--- src/rtl/squeeze_stream.sv ---
// Purpose: SHAKE128 squeeze side; streams the rate block out as W-bit words, requesting permutations as needed.
// Latency: first word one cycle after start (or after perm_done); one word per cycle under continuous ready.
// Backpressure: out_data/out_valid hold while out_ready=0; a stalled consumer simply stretches STREAM.
module squeeze_stream #(
  parameter int R  = 1344,
  parameter int W  = 64,
  parameter int LW = 16
) (
  input  logic          clk,
  input  logic          rst,
  input  logic          start,
  input  logic [LW-1:0] req_words,
  input  logic [R-1:0]  rate_in,
  output logic          perm_start,
  input  logic          perm_done,
  output logic [W-1:0]  out_data,
  output logic          out_valid,
  input  logic          out_ready,
  output logic          busy,
  output logic          done
);

  localparam int NW = R / W;
  localparam int IW = (NW > 1) ? $clog2(NW) : 1;
  localparam logic [IW-1:0] IDX_LAST = IW'(NW - 1);

  typedef enum logic [2:0] {
    S_IDLE,
    S_STREAM,
    S_REQ,
    S_WAIT,
    S_FIN
  } state_t;

  state_t state, state_nxt;

  // Rate block viewed as NW little-endian words; word 0 sits in the low bits.
  logic [NW-1:0][W-1:0] buffer;
  logic [IW-1:0]        idx;
  logic [LW-1:0]        rem;

  logic load_first;  // start accepted with a non-zero count
  logic load_block;  // fresh rate block arriving from the permutation
  logic xfer;        // word handed to the consumer this edge

  // State register; reset abandons any squeeze in flight.
  always_ff @(posedge clk or posedge rst) begin
    if (rst) begin
      state <= S_IDLE;
    end else begin
      state <= state_nxt;
    end
  end

  // Next-state and output decode. Outputs come straight from state so that
  // an asserted reset drops them without waiting for a clock edge.
  always_comb begin
    state_nxt  = state;
    load_first = 1'b0;
    load_block = 1'b0;
    xfer       = 1'b0;
    out_valid  = 1'b0;
    perm_start = 1'b0;
    done       = 1'b0;
    busy       = (state != S_IDLE);
    out_data   = buffer[idx];
    case (state)
      S_IDLE: begin
        if (start) begin
          if (req_words != '0) begin
            load_first = 1'b1;
            state_nxt  = S_STREAM;
          end else begin
            state_nxt = S_FIN;
          end
        end
      end
      S_STREAM: begin
        out_valid = 1'b1;
        if (out_ready) begin
          xfer = 1'b1;
          // Final word wins over a block boundary: no permutation is wasted.
          if (rem == LW'(1)) begin
            state_nxt = S_FIN;
          end else if (idx == IDX_LAST) begin
            state_nxt = S_REQ;
          end
        end
      end
      S_REQ: begin
        perm_start = 1'b1;
        state_nxt  = S_WAIT;
      end
      S_WAIT: begin
        if (perm_done) begin
          load_block = 1'b1;
          state_nxt  = S_STREAM;
        end
      end
      S_FIN: begin
        done      = 1'b1;
        state_nxt = S_IDLE;
      end
      default: begin
        state_nxt = S_IDLE;
      end
    endcase
  end

  // Datapath: buffer capture, word index and remaining-word count.
  always_ff @(posedge clk or posedge rst) begin
    if (rst) begin
      buffer <= '0;
      idx    <= '0;
      rem    <= '0;
    end else if (load_first) begin
      buffer <= rate_in;
      idx    <= '0;
      rem    <= req_words;
    end else if (load_block) begin
      // idx already wrapped to 0 on the last word of the previous block.
      buffer <= rate_in;
    end else if (xfer) begin
      rem <= rem - LW'(1);
      idx <= (idx == IDX_LAST) ? '0 : idx + IW'(1);
    end
  end

endmodule

--- config.mk ---
export PLATFORM = sky130hd
export DESIGN_NAME = squeeze_stream
export DESIGN_NICKNAME = d
export VERILOG_FILES = /design/src/rtl/squeeze_stream.sv
export SDC_FILE = /design/constraint.sdc
export NUM_CORES = 2
export LEC_CHECK = 0
export BUFFER_PORTS_ARGS = -buffer_cell sky130_fd_sc_hd__buf_2
export CAP_MARGIN = 10
export CORE_AREA = 2 2 551 553
export CTS_BUF_LIST = sky130_fd_sc_hd__clkbuf_4 sky130_fd_sc_hd__clkbuf_8
export CTS_CLUSTER_DIAMETER = 120
export DETAILED_ROUTE_END_ITERATION = 6
export DIE_AREA = 0 0 553 555
export SYNTH_ARGS = -nofsm -noshare
export SYNTH_HDL_FRONTEND = slang
export SYNTH_SLANG_ARGS = --single-unit
--- constraint.sdc ---
create_clock -name clk -period 75.6 [get_ports clk]
set_clock_uncertainty 0.2 [all_clocks]
set_input_delay 11.34 -clock clk [delete_from_list [all_inputs] [get_ports clk]]
set_output_delay 11.34 -clock clk [all_outputs]
set_load 0.05 [all_outputs]
==> results.sh <==
export IMPL_rr_worst_depth=12
export IMPL_syn_cell_area_um2=63100
export IMPL_cts_reportedPaths_clkPinSlew_ps=50
export IMPL_synth_cell_types=57
export IMPL_rows=202
export IMPL_max_freq_ghz=0.0541
export IMPL_portBuffers=1432
export IMPL_pwr_share_clk_pct=19.5
export IMPL_min_path_cells=1
export IMPL_timing_final_crit_share_pct=24.5
export IMPL_arrival_ps=19140
export IMPL_leakagePower_nw=35.5
export IMPL_ys_seq_area_share_pct=54.2
export IMPL_drt_total_wl_mm=342
export IMPL_hold_viol=0
export IMPL_post_cts_buffers=0
export IMPL_grt_antenna_before_repair=306
export IMPL_cts_buffer_depth=4
export IMPL_p_comb_share_pct=47.2
export IMPL_grt_first_pass_wirelength_mm=443
export IMPL_die_height_um=555
export IMPL_p_int_mw=2.22
export IMPL_drive_above_1_share_pct=38.2
export IMPL_grt_pass1_vias=47400
export IMPL_maxCapViolations=0
export IMPL_switching_share_pct=45.2
export IMPL_syn_to_final_growth_pct=26.6
export IMPL_clk_latency_ps=980
export IMPL_fin_nets=7073
export IMPL_criticalPathCategory="in -> reg"
export IMPL_worst_slew_pin_slew_ps=1360
export IMPL_cp_data_required_time_ps=76250
export IMPL_drt_initial_drc_count=3867
export IMPL_synth_warnings=0
export IMPL_cts_resized=0
export IMPL_dp_hpwl_mm=281
export IMPL_drtPass1Iterations=5
export IMPL_power_density_nw_per_um2=50.8
export IMPL_final_cell_mix="1432 x buf_2, 1365 x dfrtp_1, 1252 x mux2_1"
export IMPL_layout_commonest_cell="buf_2"
export IMPL_ys_seq_elements=1368
export IMPL_total_power_mw=4.06
export IMPL_ys_async_sr_fraction_pct=100
export IMPL_worst_ir_drop_vdd_mv=0.0327
export IMPL_drc=0
export IMPL_ant_nets=0
export IMPL_start_kind="input port"
export IMPL_synth_largest_area_cell="dfrtp_1"
export IMPL_worstSetupEndpointType="flip-flop"
export IMPL_setup_viol=0
export IMPL_die_area_um2=307000
export IMPL_clock_sinks=1368
export IMPL_synth_top_cell_area_share_pct=54.2
export IMPL_place_congestion=0.938
export IMPL_synthFlopType="dfrtp_1"
export IMPL_hold_buffers=0
export IMPL_syn_inst=4248
export IMPL_htreeDepth=5
export IMPL_synth_edf_count=0
export IMPL_power_switching_mw=1.83
export IMPL_drt_vias_per_instance=4.55
export IMPL_min_period_ps=18500
export IMPL_synth_avg_cell_area_um2=14.9
export IMPL_rsz0062_at_grt="no"
export IMPL_fill_cells=31400
export IMPL_drv_slew=0
export IMPL_wire_per_inst_um=33.9
export IMPL_initial_core_util_pct=20.9
export IMPL_grt_max_degree=175
export IMPL_hp_class="reg -> reg"
export IMPL_status="finished, final reports clean"
export IMPL_cp_max_fo=82
export IMPL_die_w_um=553
export IMPL_cts_made_buffers=263
export IMPL_io_pins=1433
export IMPL_seqPwrFrac_pct=33.3
export IMPL_synth_nets=5617
export IMPL_slew_limit_headroom_pct=9.53
export IMPL_synth_area_leaders="dfrtp_1 54%, mux2_1 22%, mux2i_1 5.7%"
export IMPL_cts_tree="built"
export IMPL_core_area_um2=301000
export IMPL_track_usage_pct=21.6
export IMPL_overflow=0
export IMPL_setup_tns_ps=0
export IMPL_root_buffer="clkbuf_8"
export IMPL_num_vias=45900
## cell families (layout without fill, tap and decap cells)
group	Yosys count	after routing	share of synthesized area, %
AND/OR/NAND/NOR	181	181	1.44
buffers and inverters	332	1969	3.51
flip-flops	1368	1368	54.2
adder cells (fa/ha/maj)	4	4	0.0793
AO/OA/AOI/OAI	488	488	5.66
multiplexers	1875	1875	35.1
other	0	235	0
## synthesized netlist by cell type, types with 5 or more instances
library cell	n
mux2_4	60
nor2_1	16
inv_1	11
a22oi_1	191
a21oi_1	57
nand3_1	57
buf_6	117
mux2_2	96
o211ai_1	102
buf_4	12
nor2b_1	5
mux4_2	110
clkbuf_1	107
a221o_1	6
o22ai_1	5
buf_2	34
dfrtp_1	1368
o21a_1	15
nor3_1	8
o21ai_0	29
nand2_1	61
buf_1	51
mux2i_1	357
mux2_1	1252
o22a_1	63
## state kept, by name, indices dropped and copies added (netlist names)
register / count
idx: 5
state: 3
rem: 16
buffer: 1344
## area by class of cell
cell class / count / area (um^2) / share of cell area [%]
clock buffers: 387 / 4880 / 6.11
well taps: 3978 / 4980 / 6.23
flip-flops and latches: 1368 / 34200 / 42.9
repair buffers: 1512 / 7820 / 9.78
multi-input cells: 2548 / 26800 / 33.5
clock inverters: 59 / 573 / 0.717
inverters: 11 / 51.3 / 0.0642
diodes: 235 / 588 / 0.736
## routing by layer
metal | track usage (%) | wire (um) | part of all wire [%] | up-vias
met1 | 26.4 | 138000 | 40 | 23700
met4 | 9.95 | 17600 | 5.2 | 146
li1 | - | - | - | 19100
met2 | 33.5 | 153000 | 45 | 2239
met3 | 8.12 | 32600 | 9.5 | 714
met5 | 0 | 891 | 0.26 | -
## final timing paths
check,slack (ps),end,startpoint
setup / recovery,57100,buffer[130],req_words[7]
hold / removal,280,buffer[186],buffer[186]
setup reg to reg,66800,buffer[130],state[2]
hold reg to reg,280,buffer[186],buffer[186]
max in group asynchronous,59540,buffer[148],rst
min in group asynchronous,10330,buffer[824],rst
## through the flow
stage | std cells | worst slack [ps] | hold slack, ps | cell area, um^2 | utilization (%)
after floorplan | 4248 | 25490 | 252 | 63100 | -
after global placement | 9417 | 56370 | 262 | 73900 | 24.5
after detailed placement | 9417 | 56190 | 269 | 73900 | 24.5
after CTS | 9863 | 57240 | 284 | 79300 | 26.3
after global routing | 10000 | 56780 | 295 | 79700 | 26.4
final | 10100 | 57100 | 279 | 79900 | 26.5
## power by group through the flow
stage	logic [mW]	clock network (mW)	registers [mW]
finish	1.91	0.790	1.35
global placement	1.91	0	1.34
floorplan	1.15	0	1.25
global route	2.01	0.839	1.39
CTS	1.94	0.807	1.35
detailed placement	1.93	0	1.36
## critical path: stages
cell and delay (ps):
buf_2 140, or4_1 280, o41ai_4 150, o22ai_4 800, buf_4 630, buf_4 760
buf_4 830, buf_4 760, buf_4 890, buf_4 880, buf_4 910, mux2_1 400
Note: power is estimated with default switching activity, not from simulation.
